--- src/rtl/instr_fetch_unit_pkg.sv ---
// ---------------------------------------------------------------------------
// instr_fetch_unit_pkg
// Shared definitions for the instruction fetch stage and its decoder
// neighbour: default address width, RV32/RV64 major opcode constants and the
// fetch state machine encoding.
// Optional feature macro used by importers: IFU_HALT_ON_SYSTEM_EN
// ---------------------------------------------------------------------------
package instr_fetch_unit_pkg;

  localparam int XLEN_DEFAULT = 64;

  // Major opcodes (instr[6:0]) recognised by the downstream decoder
  localparam logic [6:0] OP_LOAD     = 7'b0000011;
  localparam logic [6:0] OP_MISC_MEM = 7'b0001111;
  localparam logic [6:0] OP_OP_IMM   = 7'b0010011;
  localparam logic [6:0] OP_AUIPC    = 7'b0010111;
  localparam logic [6:0] OP_STORE    = 7'b0100011;
  localparam logic [6:0] OP_OP       = 7'b0110011;
  localparam logic [6:0] OP_LUI      = 7'b0110111;
  localparam logic [6:0] OP_BRANCH   = 7'b1100011;
  localparam logic [6:0] OP_JALR     = 7'b1100111;
  localparam logic [6:0] OP_JAL      = 7'b1101111;
  localparam logic [6:0] OP_SYSTEM   = 7'b1110011;

  typedef enum logic [1:0] {
    ST_RESET = 2'd0,
    ST_RUN   = 2'd1,
    ST_HALT  = 2'd2
  } fetch_state_e;

  function automatic logic is_system(input logic [31:0] instr);
    return instr[6:0] == OP_SYSTEM;
  endfunction

endpackage

--- src/rtl/instr_fetch_unit_fifo.sv ---
// ---------------------------------------------------------------------------
// ifu_fifo
// Small synchronous FIFO used for the fetch instruction buffer and for the
// in-order tag queue of issued fetch addresses.
// Ports:
//   clk, rst      clock and synchronous active-high reset
//   clear         empties the FIFO (wins over a same-cycle push)
//   push, din     write one entry (ignored when full and not popping)
//   pop           remove head entry (ignored when empty)
//   dout          head entry (undefined while empty)
//   count         number of valid entries
// DEPTH must be a power of two so the pointers wrap naturally.
// ---------------------------------------------------------------------------
module ifu_fifo #(
  parameter int WIDTH = 32,
  parameter int DEPTH = 2
) (
  input  logic                       clk,
  input  logic                       rst,
  input  logic                       clear,
  input  logic                       push,
  input  logic [WIDTH-1:0]           din,
  input  logic                       pop,
  output logic [WIDTH-1:0]           dout,
  output logic [$clog2(DEPTH+1)-1:0] count
);

  localparam int AW = (DEPTH > 1) ? $clog2(DEPTH) : 1;
  localparam int CW = $clog2(DEPTH + 1);

  logic [WIDTH-1:0] mem [DEPTH];
  logic [AW-1:0]    wr_ptr;
  logic [AW-1:0]    rd_ptr;
  logic             do_push;
  logic             do_pop;

  assign do_pop  = pop && (count != '0);
  assign do_push = push && ((count != CW'(DEPTH)) || do_pop);
  assign dout    = mem[rd_ptr];

  // Pointer and occupancy bookkeeping. A clear behaves like a reset so a
  // flush in the same cycle as a push leaves the FIFO empty.
  always_ff @(posedge clk) begin
    if (rst || clear) begin
      wr_ptr <= '0;
      rd_ptr <= '0;
      count  <= '0;
    end else begin
      if (do_push) begin
        wr_ptr <= wr_ptr + AW'(1);
      end
      if (do_pop) begin
        rd_ptr <= rd_ptr + AW'(1);
      end
      case ({do_push, do_pop})
        2'b10:   count <= count + CW'(1);
        2'b01:   count <= count - CW'(1);
        default: count <= count;
      endcase
    end
  end

  // Storage is not reset; readers only look at dout while count is nonzero.
  always_ff @(posedge clk) begin
    if (do_push && !clear && !rst) begin
      mem[wr_ptr] <= din;
    end
  end

endmodule

--- src/rtl/instr_fetch_unit.sv ---
// ---------------------------------------------------------------------------
// instr_fetch_unit
// Fetch stage: holds the PC, issues word fetches over a valid/ready request
// channel, buffers in-order responses with their PCs and hands one
// instruction per handshake to decode. A redirect reloads the PC and throws
// away everything fetched or in flight for the old path.
// Ports:
//   clk, rst                       clock, synchronous active-high reset
//   imem_req_valid/ready, imem_addr  fetch request channel
//   imem_rsp_valid, imem_rsp_data    in-order responses, never back-pressured
//   if_valid/ready, if_instr, if_opcode, if_pc   decode handshake
//   redirect_valid, redirect_pc      branch/jump/restart target
//   halted                           fetch stopped on a SYSTEM instruction
// Optional feature: define IFU_HALT_ON_SYSTEM_EN to stop fetching after decode
// accepts a SYSTEM instruction; otherwise halted is always 0.
// ---------------------------------------------------------------------------
module instr_fetch_unit
  import instr_fetch_unit_pkg::*;
#(
  parameter int              XLEN     = XLEN_DEFAULT,
  parameter logic [XLEN-1:0] RESET_PC = '0,
  parameter int              DEPTH    = 2
) (
  input  logic            clk,
  input  logic            rst,
  output logic            imem_req_valid,
  input  logic            imem_req_ready,
  output logic [XLEN-1:0] imem_addr,
  input  logic            imem_rsp_valid,
  input  logic [31:0]     imem_rsp_data,
  output logic            if_valid,
  input  logic            if_ready,
  output logic [31:0]     if_instr,
  output logic [6:0]      if_opcode,
  output logic [XLEN-1:0] if_pc,
  input  logic            redirect_valid,
  input  logic [XLEN-1:0] redirect_pc,
  output logic            halted
);

  localparam int CW = $clog2(DEPTH + 1);
  localparam int SW = CW + 2;
  localparam int BW = XLEN + 32;

  fetch_state_e    state;
  logic [XLEN-1:0] pc;
  logic [CW-1:0]   drop_cnt;
  logic [CW-1:0]   buf_count;
  logic [CW-1:0]   tag_count;
  logic [BW-1:0]   buf_dout;
  logic [XLEN-1:0] tag_dout;
  logic [SW-1:0]   outstanding;
  logic [SW-1:0]   outstanding_next;
  logic [SW-1:0]   occupancy;
  logic            req_fire;
  logic            pop_fire;
  logic            rsp_keep;
  logic            rsp_drop;
  logic            halt_enter;
  logic            flush;

  // Every in-flight fetch is either waiting for its tag (live path) or marked
  // for dropping, so the outstanding count is derived rather than stored.
  assign outstanding = SW'(tag_count) + SW'(drop_cnt);

  // The credit check counts an entry leaving the buffer this cycle as free;
  // that keeps a 1-cycle memory streaming one instruction per cycle while
  // still never letting buffered + in-flight fetches exceed DEPTH.
  assign if_valid       = (buf_count != '0);
  assign pop_fire       = if_valid && if_ready && !redirect_valid;
  assign occupancy      = outstanding + SW'(buf_count) - SW'(pop_fire);
  assign imem_req_valid = (state == ST_RUN) && !redirect_valid && (occupancy < SW'(DEPTH));
  assign imem_addr      = pc;
  assign req_fire       = imem_req_valid && imem_req_ready;

  assign rsp_drop         = imem_rsp_valid && (drop_cnt != '0);
  assign rsp_keep         = imem_rsp_valid && (drop_cnt == '0);
  assign outstanding_next = outstanding + SW'(req_fire) - SW'(imem_rsp_valid);

`ifdef IFU_HALT_ON_SYSTEM_EN
  assign halt_enter = (state == ST_RUN) && pop_fire && is_system(buf_dout[31:0]);
`else
  assign halt_enter = 1'b0;
`endif

  assign flush = redirect_valid || halt_enter;

  // Outputs read zero whenever nothing is presented, so stale buffer storage
  // never leaks to decode.
  assign if_instr  = if_valid ? buf_dout[31:0] : 32'h0;
  assign if_opcode = if_instr[6:0];
  assign if_pc     = if_valid ? buf_dout[BW-1:32] : '0;

  ifu_fifo #(
    .WIDTH (XLEN),
    .DEPTH (DEPTH)
  ) u_tag_q (
    .clk   (clk),
    .rst   (rst),
    .clear (flush),
    .push  (req_fire),
    .din   (pc),
    .pop   (rsp_keep),
    .dout  (tag_dout),
    .count (tag_count)
  );

  ifu_fifo #(
    .WIDTH (BW),
    .DEPTH (DEPTH)
  ) u_buf_q (
    .clk   (clk),
    .rst   (rst),
    .clear (flush),
    .push  (rsp_keep),
    .din   ({tag_dout, imem_rsp_data}),
    .pop   (pop_fire),
    .dout  (buf_dout),
    .count (buf_count)
  );

  // Fetch state machine with the PC and drop counter. On a flush every fetch
  // still in flight after this cycle's response is marked for dropping; the
  // response arriving in the flush cycle is already accounted for.
  always_ff @(posedge clk) begin
    if (rst) begin
      state    <= ST_RESET;
      halted   <= 1'b0;
      pc       <= RESET_PC;
      drop_cnt <= '0;
    end else begin
      if (redirect_valid) begin
        pc <= redirect_pc & ~XLEN'(3);
      end else if (req_fire) begin
        pc <= pc + XLEN'(4);
      end

      if (flush) begin
        drop_cnt <= CW'(outstanding_next);
      end else if (rsp_drop) begin
        drop_cnt <= drop_cnt - CW'(1);
      end

      if (redirect_valid) begin
        state  <= ST_RUN;
        halted <= 1'b0;
      end else begin
        case (state)
          ST_RESET: state <= ST_RUN;
          ST_RUN: begin
            if (halt_enter) begin
              state  <= ST_HALT;
              halted <= 1'b1;
            end
          end
          ST_HALT:  state <= ST_HALT;
          default:  state <= ST_RESET;
        endcase
      end
    end
  end

endmodule

--- config.mk ---
export PLATFORM = sky130hd
export DESIGN_NAME = instr_fetch_unit
export DESIGN_NICKNAME = d
export VERILOG_FILES = /design/src/rtl/instr_fetch_unit_pkg.sv /design/src/rtl/instr_fetch_unit_fifo.sv /design/src/rtl/instr_fetch_unit.sv
export SDC_FILE = /design/constraint.sdc
export NUM_CORES = 1
export LEC_CHECK = 0
export CORE_MARGIN = 4
export CORE_UTILIZATION = 58
export DETAILED_ROUTE_END_ITERATION = 12
export PLACE_DENSITY_LB_ADDON = 0.05
export SLEW_MARGIN = 25
export SYNTH_ARGS = -nofsm -noshare
export SYNTH_HDL_FRONTEND = slang
export SYNTH_SLANG_ARGS = --single-unit
export TNS_END_PERCENT = 5
--- constraint.sdc ---
create_clock -name clk -period 14.4 [get_ports clk]
set_input_delay 2.16 -clock clk [delete_from_list [all_inputs] [get_ports clk]]
set_output_delay 2.16 -clock clk [all_outputs]
set_load 0.02 [all_outputs]
Word level (Yosys, flattened, before mapping)
Memory sizes are Yosys's and may differ from the RTL's. A register that Yosys moved wholly into a read port is not among the register bits.
Cells that the tools add are included.
W data, S select, Z words.
Word-level totals
  word-level logic and storage cells: 86
  output and inout bits: 170
  input port bits: 102
  memories: 2
  register bits after elaboration: 76
  memory bits (writable): 320
Cells by class
  equality and inequality tests: 9
  order comparisons: 1
  reductions and logical operators: 30
  $add $sub $neg: 15
  mux-type cells: 18
Memories
  u_buf_q.mem: depth 2, width 96, rd ports 1, clocked after Yosys merged registers in 1, wr ports 1, RTL line instr_fetch_unit_fifo.sv:31  | logic [WIDTH-1:0] mem [DEPTH];
  u_tag_q.mem: depth 2, width 64, rd ports 1, clocked after Yosys merged registers in 1, wr ports 1, RTL line instr_fetch_unit_fifo.sv:31
Operators with widths (number)
  $mux W64: 3
  $add A64 B3 Y64 const B: 1
  $mux W32: 1
  $logic_and A1 B1 Y1: 15
  $reduce_bool A2 Y1: 7
  $mux W1: 9
  $pmux W2 S2: 2
  $eq A2 B1 Y1 const B: 3
  $eq A2 B2 Y1 const B: 3
  $ne A2 B2 Y1 const B: 3
  $pmux W2 S3: 1
  $sub A2 B1 Y2 const B: 3
  $add A1 B1 Y1 const B: 4
  $add A2 B1 Y2 const B: 2
  $add A3 B2 Y4: 1
  $logic_not A2 Y1: 2
  $lt A4 B2 Y1 const B: 1
  $mux W2: 2
  $sub A4 B1 Y4: 1
  $add A2 B2 Y3: 1
  $logic_or A1 B1 Y1: 3
  $add A2 B1 Y2: 1
  $logic_not A1 Y1: 2
  $reduce_or A2 Y1: 1
  $sub A2 B1 Y2: 1

Logic depth before layout (Yosys ltp)
Gate-level depths: netlist of run 1.
  word-level depth: 12
  mapped depth: 21
  depth with buffers taken out: 19

By module
From an unflattened synthesis of run 1, not the netlist that was laid out.
Unflattened totals
  cells, all modules: 1231
  area, all modules: 16962.5 µm²
By module, submodules not included
  ifu_fifo (u_buf_q): area each 7159.4 µm², times used 1, cells an instance 323
  instr_fetch_unit: area each 4971.0 µm², times used 1, cells an instance 685
  ifu_fifo (u_tag_q): area each 4832.1 µm², times used 1, cells an instance 223

Least setup slack after synthesis of run 1
Ideal clock, no wire load.
  path kind: input to register
  from: in redirect_valid
  to: mem u_tag_q.mem[0][10] (netlist name), enable pin
  cell stages on the path: 16
  path slack: 4.444 ns
  arrival time: 9.398 ns
  library setup time: 0.559 ns
  buffers on the path: 4
  cells stage by stage: clkbuf_1 > clkbuf_1 > clkbuf_1 > nor2_1 > ha_1 > nor2b_1 > inv_1 > fa_1 > and4bb_2 > nand3_1 > nor3_2 > inv_2 > clkbuf_1 > a31oi_1 > inv_1 > nor3_1
Between the ends
  cells in the longest elaborated chain, start to end: 11
RTL lines
  start: declaration: RTL line instr_fetch_unit.sv:36  | input logic redirect_valid,
  $logic_not A1 Y1 *: RTL line instr_fetch_unit_fifo.sv:65, instr_fetch_unit.sv:70, instr_fetch_unit.sv:72
  $logic_and A1 B1 Y1: RTL line instr_fetch_unit.sv:70  | assign pop_fire = if_valid && if_ready && !redirect_valid;
  $sub A4 B1 Y4: RTL line instr_fetch_unit.sv:71  | assign occupancy = outstanding + SW'(buf_count) - SW'(pop_fire);
  $lt A4 B2 Y1: RTL line instr_fetch_unit.sv:72  | assign imem_req_valid = (state == ST_RUN) && !redirect_valid && (occupancy < SW'(DEPTH));
  $logic_and A1 B1 Y1: RTL line instr_fetch_unit.sv:72
  $logic_and A1 B1 Y1: RTL line instr_fetch_unit.sv:74  | assign req_fire = imem_req_valid && imem_req_ready;
  $logic_and A1 B1 Y1: RTL line instr_fetch_unit_fifo.sv:38  | assign do_push = push && ((count != CW'(DEPTH)) || do_pop);
  $logic_and A1 B1 Y1 * (2 in a row): RTL line instr_fetch_unit_fifo.sv:65  | if (do_push && !clear && !rst) begin
  $mux W1 *: RTL line instr_fetch_unit_fifo.sv:65
  $mux W1 (not written as such) *: RTL line instr_fetch_unit_fifo.sv:66  | mem[wr_ptr] <= din;
  end: declaration: RTL line instr_fetch_unit_fifo.sv:31
Every way passes the cells marked *; elsewhere a longest branch is shown, timed or not.

Worst setup path in the final report of run 1
  from: in redirect_valid
  to: out imem_req_valid
Between the ends
  cells in the longest elaborated chain, start to end: 5
RTL lines
  $logic_not A1 Y1 *: RTL line instr_fetch_unit.sv:70, instr_fetch_unit.sv:72
  $logic_and A1 B1 Y1: RTL line instr_fetch_unit.sv:70
  $sub A4 B1 Y4: RTL line instr_fetch_unit.sv:71
  $lt A4 B2 Y1: RTL line instr_fetch_unit.sv:72
  $logic_and A1 B1 Y1 *: RTL line instr_fetch_unit.sv:72
  end: declaration: RTL line instr_fetch_unit.sv:26  | output logic imem_req_valid,
Marks and branches as above.

==> metrics.md, run 1 <==
| Metric | Value |
|---|---|
| Global-route wire length before repair | around 61000 µm |
| Post-cts repair resize count | 0 |
| Post-layout instance count excluding filler cells | ~1900 |
| Number of clock sinks seen by CTS | 388 |
| Path type of the worst min-delay path | reg -> reg |
| Met1 layer usage reported by global route | between 30 and 40% |
| Beginning of the worst register-to-register path | u_tag_q.count[0] |
| Area of the multi-input gates | between 5000 and 6000 µm² |
| Setup-violating endpoint count in the final report | 0 |
| Number of port buffers | 264 |
| Met3 track demand over resource in global routing | under 10% |
| Starting DRT DRC Count | 1264 |
| Number of warnings printed during yosys synthesis | 0 |
| Remaining global-route overflow | 0 |
| Setup skew after layout | ~0.011 ns |
| Met2 Resource Use GR | 42.0% |
| Number of buffers inserted during clock tree synthesis | 39 |
| Syn-to-layout area delta | 25.7% |
| Setup Crit Path Kind | in -> out |
| Worst slew margin relative to its limit | 34.5% |
| Post-DRT Antenna Nets | 0 |
| Part of the cycle the worst path needs | 50.2% |
| Number of top-level design ports | approximately 270 |
| Share of synthesized area occupied by flip-flops and latches | approximately 67% |
| Cell area reported after detailed placement | a little under 20000 µm² |
| Placed wire-length estimate | approximately 26000 µm |
| Via count of the first global-routing pass | 10700 |
| Crit Path Max Fanout | 72 |
| Largest net degree at the start of global routing | 75 |
| Kind of capture point of the worst setup path | primary output |
| Netlist cell types | 62 |
| Critical Path Start Type | input port |
| Number of antenna violations at the first check in global routing | 4 |
| Antenna diode count | 0 |
| Number of buffers added to fix hold violations after cts | 0 |
| Worst hold path depth | 1 |
| Clock edge transition at the registers on the reported setup and hold paths | about 0.060 ns |
| R2R Path End | u_tag_q.mem[1][24] |
| Average cell area after synthesis | roughly 13 µm² |
| Cell Area, Synth | around 16000 µm² |
| Slew Viols, Final | 0 |
| Height of the die | 176 µm |
| WL final | 40300 µm |
| TNS Setup | 0 ns |
| Master cell of the clock root buffer | sky130_fd_sc_hd__clkbuf_16 |
| Run status | finished clean |
| Via count | approximately 11000 |
| Reported max-cap violation count | 0 |
| Fraction of final layout cells sized beyond drive strength 1 | a little over a tenth |
| Origin of the worst min-delay path | state[0] |
| Placer's final routability congestion estimate | 0.887 |
| Dpl cells | about 1800 |
| Max frequency | about 140 MHz |
| Area of the die | 30900 µm² |
| CP Data Required Time | approximately 12 ns |
| Via density per instance | between 5 and 6 |
| Maximum level of the CTS H-tree | 2 |
| Layout net count | 1602 |
| Leakage | roughly 6.6 nW |
| Post-layout minimum cycle time | 7.23 ns |
| Count of unresolved DRC violations after routing | 0 |
| PwrDens | ~120 nW/µm² |
| Overall Global Routing Usage | about a quarter |
| DRT Pass-1 Iters | 7 |
| Post-CTS Repair Setup Buffers | 0 |
| Buffer depth of the longest clock path | 3 |
| Total chip power | 2.51 mW |
| Per-cell routed wire length | approximately 21 µm |
| Data arrival, critical path | around 5 ns |
| Least-Margin Pin Slew | roughly 1 ns |
| Area taken by flip-flops and latches | roughly 11000 µm² |
| Post-route worst hold slack | around 0.43 ns |
| Internal reg-to-reg setup slack | between 9 and 10 ns |
| Worst-case reg-to-reg path depth | 13 |
| Unrepaired setup endpoints after global routing | no |
| GRT Max-Usage Layer | met2 |
| Clock tree from TritonCTS | yes |
| Clock latency at the later pin of the worst-skew pair | between 0.5 and 0.6 ns |
| Number of rows created at floorplan | just over 60 |
| Primary FF master, synth | sky130_fd_sc_hd__edfxtp_1 |
| Non-Filler Cell Area, Final | between 20000 and 25000 µm² |
| Number of enable-type register cells in the synthesized netlist | 312 |
| Initial Utilization | 58.8% |
| Fraction of synthesis flops using an asynchronous set or reset pin | 0% |
| Final Hold Vio Count | 0 |
| Register bit total from synthesis | around 390 |
| Filler cell count | ~1900 |
| Core region area | 27800 µm² |
| Die Width | roughly 180 µm |
| Instance count of the mapped netlist | approximately 1200 |
| Hold-critical path endpoint | state[1] |
| Max rail drop VDD | 127 µV |
[sequential cells by signal, summed over array words and instances, names as in the netlist, named ones only]
signal / count
u_tag_q.count: 2
imem_addr: 62
drop_cnt: 2
state: 2
u_buf_q.wr_ptr: 1
u_buf_q.count: 2
u_tag_q.wr_ptr: 1
u_tag_q.rd_ptr: 1
u_buf_q.mem: 188
u_tag_q.mem: 124
u_buf_q.rd_ptr: 1
[power by group]
part | total (mW) | switching (mW) | internal, mW
sequential | 1.27 | 0.0326 | 1.24
clock | 0.978 | 0.402 | 0.576
combinational | 0.263 | 0.145 | 0.117
total | 2.51 | 0.580 | 1.93
[final cells by class]
cell class / count / area share [%]
multi-input cells: 756 / 24.8
clock inverters: 12 / 0.408
clock buffers: 59 / 5.66
inverters: 22 / 0.402
repair buffers: 280 / 13.4
well taps: 378 / 2.30
flip-flops and latches: 388 / 53.0
[layer usage]
| layer | vias up | part of all wire, % | routed length (µm) |
|---|---|---|---|
| li1 | 5159 | - | - |
| met4 | 8 | 2.5 | 1010 |
| met3 | 85 | 8.4 | 3390 |
| met2 | 543 | 49 | 19800 |
| met1 | 5408 | 40 | 16100 |
| met5 | - | 0.18 | 74 |
[layout by cell type (no fill, tap or decap), types with 26 or more instances in the layout]
master	count
sky130_fd_sc_hd__nand4_1	26
sky130_fd_sc_hd__clkdlybuf4s50_1	262
sky130_fd_sc_hd__mux2i_1	95
sky130_fd_sc_hd__dfxtp_1	74
sky130_fd_sc_hd__clkbuf_16	41
sky130_fd_sc_hd__mux2_2	68
sky130_fd_sc_hd__a21oi_1	46
sky130_fd_sc_hd__edfxtp_1	312
sky130_fd_sc_hd__nor2_1	142
sky130_fd_sc_hd__nand3_1	36
sky130_fd_sc_hd__nand2_1	77
sky130_fd_sc_hd__o21ai_0	31
[metrics by stage]
step / setup slack [ns] / util, %
floorplan: 4.44 / -
global placement: 7.19 / 69.4
detailed placement: 7.24 / 69.5
CTS: 7.21 / 74.0
global route: 7.00 / 74.0
finish: 7.17 / 74.0
[worst max-delay path by stage]
stage,start,to,slack [ns]
2_1_floorplan,redirect_valid,u_tag_q.mem[0][10],4.44
4_1_cts,redirect_valid,imem_req_valid,7.21
3_3_place_gp,redirect_valid,imem_req_valid,7.19
6_report,redirect_valid,imem_req_valid,7.17
5_1_grt,redirect_valid,imem_req_valid,7.00
3_5_place_dp,redirect_valid,imem_req_valid,7.24
[cell usage after synthesis (10+ instances only)]
library cell	instances	area (µm²)
sky130_fd_sc_hd__ha_1	11	138
sky130_fd_sc_hd__dfxtp_1	76	1520
sky130_fd_sc_hd__a21oi_1	46	230
sky130_fd_sc_hd__o21ai_0	31	155
sky130_fd_sc_hd__inv_1	20	75.1
sky130_fd_sc_hd__nand2_1	77	289
sky130_fd_sc_hd__and3_1	16	100
sky130_fd_sc_hd__edfxtp_1	312	9370
sky130_fd_sc_hd__buf_4	12	90.1
sky130_fd_sc_hd__or3_1	12	75.1
sky130_fd_sc_hd__mux2i_1	95	951
sky130_fd_sc_hd__clkbuf_1	54	203
sky130_fd_sc_hd__xnor2_1	10	87.6
sky130_fd_sc_hd__a31oi_1	21	131
sky130_fd_sc_hd__nand4_1	26	163
sky130_fd_sc_hd__nor3_1	27	135
sky130_fd_sc_hd__nor4_1	12	75.1
sky130_fd_sc_hd__nor2_1	143	537
sky130_fd_sc_hd__mux2_2	68	766
sky130_fd_sc_hd__nand3_1	36	180
[worst max-delay path, cell delays in order]
cell and delay [ns]:
sky130_fd_sc_hd__buf_2 0.07, sky130_fd_sc_hd__buf_4 0.63, sky130_fd_sc_hd__nor2_1 0.12, sky130_fd_sc_hd__ha_1 0.32
sky130_fd_sc_hd__nor2b_1 0.11, sky130_fd_sc_hd__inv_1 0.05, sky130_fd_sc_hd__fa_1 0.47, sky130_fd_sc_hd__and4bb_2 0.25
sky130_fd_sc_hd__nand2_1 0.05, sky130_fd_sc_hd__nor3_1 0.14, sky130_fd_sc_hd__clkdlybuf4s50_1 0.64
[cell families after synthesis]
family | Yosys count | synth area share (%)
AND/OR/NAND/NOR | 399 | 12.0
flip-flops | 388 | 66.6
AO/OA/AOI/OAI | 160 | 6.35
buffers and inverters | 99 | 2.57
adder cells (fa/ha/maj) | 13 | 1.09
multiplexers | 163 | 10.5
XOR/XNOR | 16 | 0.857
other | 1 | 0.0229
No activity file was read; power rests on OpenSTA's default activity.
==> run 2: changes to the inputs <==
--- a/config.mk
+++ b/config.mk
@@ -6,7 +6,7 @@
 export NUM_CORES = 1
 export LEC_CHECK = 0
 export CORE_MARGIN = 4
-export CORE_UTILIZATION = 58
+export CORE_UTILIZATION = 53
 export DETAILED_ROUTE_END_ITERATION = 12
 export PLACE_DENSITY_LB_ADDON = 0.05
 export SLEW_MARGIN = 25
==> constraint.sdc (replaced) <==
create_clock -name clk -period 7 [get_ports clk]
set_input_delay 1.05 -clock clk [delete_from_list [all_inputs] [get_ports clk]]
set_output_delay 1.05 -clock clk [all_outputs]
set_load 0.02 [all_outputs]
==> run 2 against run 1 <==
Effect of this change: hold slack better by 0.0077 ns; die area up 9.0%; register-to-register slack worse by 7.0 ns; non-clock buffer count up 1; via count down 0.77%; utilization down 6.3 points; final cell count up 1.1%; combinational power up 100%; setup slack worse by 4.9 ns; sequential share of layout area down 0.23 points; critical path type is now reg -> out; largest power group unchanged.
==> metrics.md, run 2 (synthesis gave the netlist of run 1 again) <==
| Metric | Value |
|---|---|
| Slew Viols, Final | 0 |
| Leakage | ~6.6 nW |
| Power share of the clock group | 40.0% |
| Cell area reported after detailed placement | 19300 µm² |
| Total chip power | 5.26 mW |
| Core region area | around 31000 µm² |
| Max rail drop VDD | 151 µV |
| Max frequency | around 210 MHz |
| Die Width | between 150 and 200 µm |
| Setup skew after layout | 0.0152 ns |
| Filler cell count | 2240 |
| R2R Path End | u_tag_q.mem[0][13] |
| Internal reg-to-reg setup slack | about 2.6 ns |
| Antenna diode count | 0 |
| Crit Path Max Fanout | 5 |
| Setup Crit Path Kind | reg -> out |
| Number of buffers added to fix hold violations after cts | 0 |
| Post-DRT Antenna Nets | 0 |
| Placed wire-length estimate | 26300 µm |
| Starting DRT DRC Count | around 960 |
| DRT Pass-1 Iters | 5 |
| Final Hold Vio Count | 0 |
| Relative contribution of combinational cells to total power | between 10% and 20% |
| Number of clock sinks seen by CTS | about 390 |
| WL final | a little over 40000 µm |
| Kind of capture point of the worst setup path | primary output |
| Master cell of the clock root buffer | sky130_fd_sc_hd__clkbuf_16 |
| Cell Int Power | 4.05 mW |
| Number of buffers inserted during clock tree synthesis | 40 |
| Least-Margin Pin Slew | about 1 ns |
| Hold-critical path endpoint | state[1] |
| Per-cell routed wire length | around 21 µm |
| Post-CTS Repair Setup Buffers | 0 |
| Path type of the worst min-delay path | reg -> reg |
| Worst-case reg-to-reg path depth | 13 |
| Flip-flop count of the largest register, all copies and words added | about 190 |
| Clock tree from TritonCTS | yes |
| CP Data Required Time | approximately 6.0 ns |
| Clock edge transition at the registers on the reported setup and hold paths | 0.06 ns |
| Buffer depth of the longest clock path | 3 |
| Register bank with the most flops | u_buf_q.mem |
| Layout net count | about 1600 |
| PwrDens | ~250 nW/µm² |
| Largest net degree at the start of global routing | between 70 and 80 |
| Number of rows created at floorplan | 64 |
| Sequential group share of total power | between 40% and 50% |
| Critical Path Start Type | flip-flop |
| Worst slew margin relative to its limit | a little under a third |
| Number of top-level design ports | 272 |
| Beginning of the worst register-to-register path | u_tag_q.count[0] |
| Fraction of final layout cells sized beyond drive strength 1 | approximately 11% |
| Switch Pwr | between 1 and 1.5 mW |
| Number of antenna violations at the first check in global routing | 1 |
| Post-layout minimum cycle time | around 4.8 ns |
| Area of the die | 33700 µm² |
| Origin of the worst min-delay path | state[0] |
| Run status | finished clean |
| Worst hold path depth | 1 |
| Data arrival, critical path | about 3.7 ns |
| Commonest non-fill, non-tap cells in the layout | sky130_fd_sc_hd__edfxtp_1, sky130_fd_sc_hd__clkdlybuf4s50_1, sky130_fd_sc_hd__nor2_1 |
| Area of the multi-input gates | 5100 µm² |
| Via density per instance | 5.81 |
| Maximum level of the CTS H-tree | 2 |
| Remaining global-route overflow | 0 |
| Most frequent standard cell in the layout excluding fill and tap cells | sky130_fd_sc_hd__edfxtp_1 |
| Area taken by flip-flops and latches | around 11000 µm² |
| Count of unresolved DRC violations after routing | 0 |
| Number of port buffers | ~260 |
| Global-route wire length before repair | slightly above 60000 µm |
| Fraction of power spent switching nets | between 20% and 30% |
| Via count | between 10000 and 15000 |
| Reported max-cap violation count | 0 |
| Initial Utilization | about 54% |
| Post-cts repair resize count | 0 |
| Part of the cycle the worst path needs | about two thirds |
| Syn-to-layout area delta | 26.3% |
| Clock latency at the later pin of the worst-skew pair | between 0.5 and 0.6 ns |
| Non-Filler Cell Area, Final | roughly 21000 µm² |
| Unrepaired setup endpoints after global routing | no |
| Height of the die | ~180 µm |
| Overall Global Routing Usage | between 20% and 30% |
| Setup-violating endpoint count in the final report | 0 |
| Placer's final routability congestion estimate | 0.875 |
| Via count of the first global-routing pass | ~11000 |
==> run 2: changes by cell type in the layout (fill, tap and decap cells not counted), sizes merged <==
cell,previous run,this run
bufinv,1,4
clkinvlp,0,3
clkinv,11,13
buf,18,19
inv,22,21
clkbuf,59,53
==> run 2: worst max path at each step <==
stage | startpoint | endpoint | slack, ns | depth (start not counted)
floorplan | redirect_valid | u_buf_q.mem[0][0] | -1.74 | 6
global placement | if_ready | u_tag_q.mem[1][16] | 1.78 | 14
detailed placement | if_ready | u_tag_q.mem[0][30] | 1.97 | 15
CTS | u_tag_q.count[0] | imem_req_valid | 2.18 | 10
global route | u_tag_q.count[0] | imem_req_valid | 2.00 | 10
finish | u_tag_q.count[0] | imem_req_valid | 2.23 | 10
==> run 2: cell type report <==
| cell class | count | share of cell area [%] |
|---|---|---|
| Timing Repair Buffer | 281 | 13.4 |
| Multi-Input combinational cell | 756 | 24.7 |
| Inverter | 22 | 0.400 |
| Clock inverter | 19 | 0.946 |
| Tap cell | 396 | 2.40 |
| Clock buffer | 53 | 5.38 |
| Sequential cell | 388 | 52.8 |
==> run 2: routing by layer <==
layer / up-vias / track usage (%) / wire [µm]
li1: 5165 / - / -
met1: 5456 / 31.2 / 16600
met2: 438 / 40.6 / 20400
met3: 56 / 4.69 / 3090
met4: 2 / 5.60 / 763
met5: - / 0 / 13
==> run 2: metrics by stage <==
stage          setup WS (ns)  std cells  util, %  TNS (ns)  hold WS [ns]
6_report                2.23       1915     67.6         0         0.435
5_1_grt                 2.00       1915     67.6         0         0.454
4_1_cts                 2.18       1915     67.6         0         0.436
3_5_place_dp            1.97       1843     63.4         0         0.425
3_3_place_gp            1.78       1843     63.3         0         0.412
2_1_floorplan          -1.74       1243        -   -163.51         0.389
==> run 2: worst max-delay path, cell delays in order (launching register included) <==
cell and delay [ns]:
sky130_fd_sc_hd__dfxtp_1 0.36, sky130_fd_sc_hd__ha_1 0.21, sky130_fd_sc_hd__fa_1 0.53, sky130_fd_sc_hd__inv_1 0.06
sky130_fd_sc_hd__ha_1 0.32, sky130_fd_sc_hd__inv_1 0.05, sky130_fd_sc_hd__ha_1 0.27, sky130_fd_sc_hd__and4b_1 0.20
sky130_fd_sc_hd__nor3_1 0.50, sky130_fd_sc_hd__nor3_1 0.12, sky130_fd_sc_hd__clkdlybuf4s50_1 0.56
==> run 2: power by group through the flow <==
stage | clock network [mW] | registers [mW] | logic [mW]
finish | 2.10 | 2.62 | 0.538
detailed placement | 0 | 2.67 | 0.540
global route | 2.24 | 2.62 | 0.580
CTS | 2.14 | 2.62 | 0.543
floorplan | 0 | 2.67 | 0.268
global placement | 0 | 2.66 | 0.533
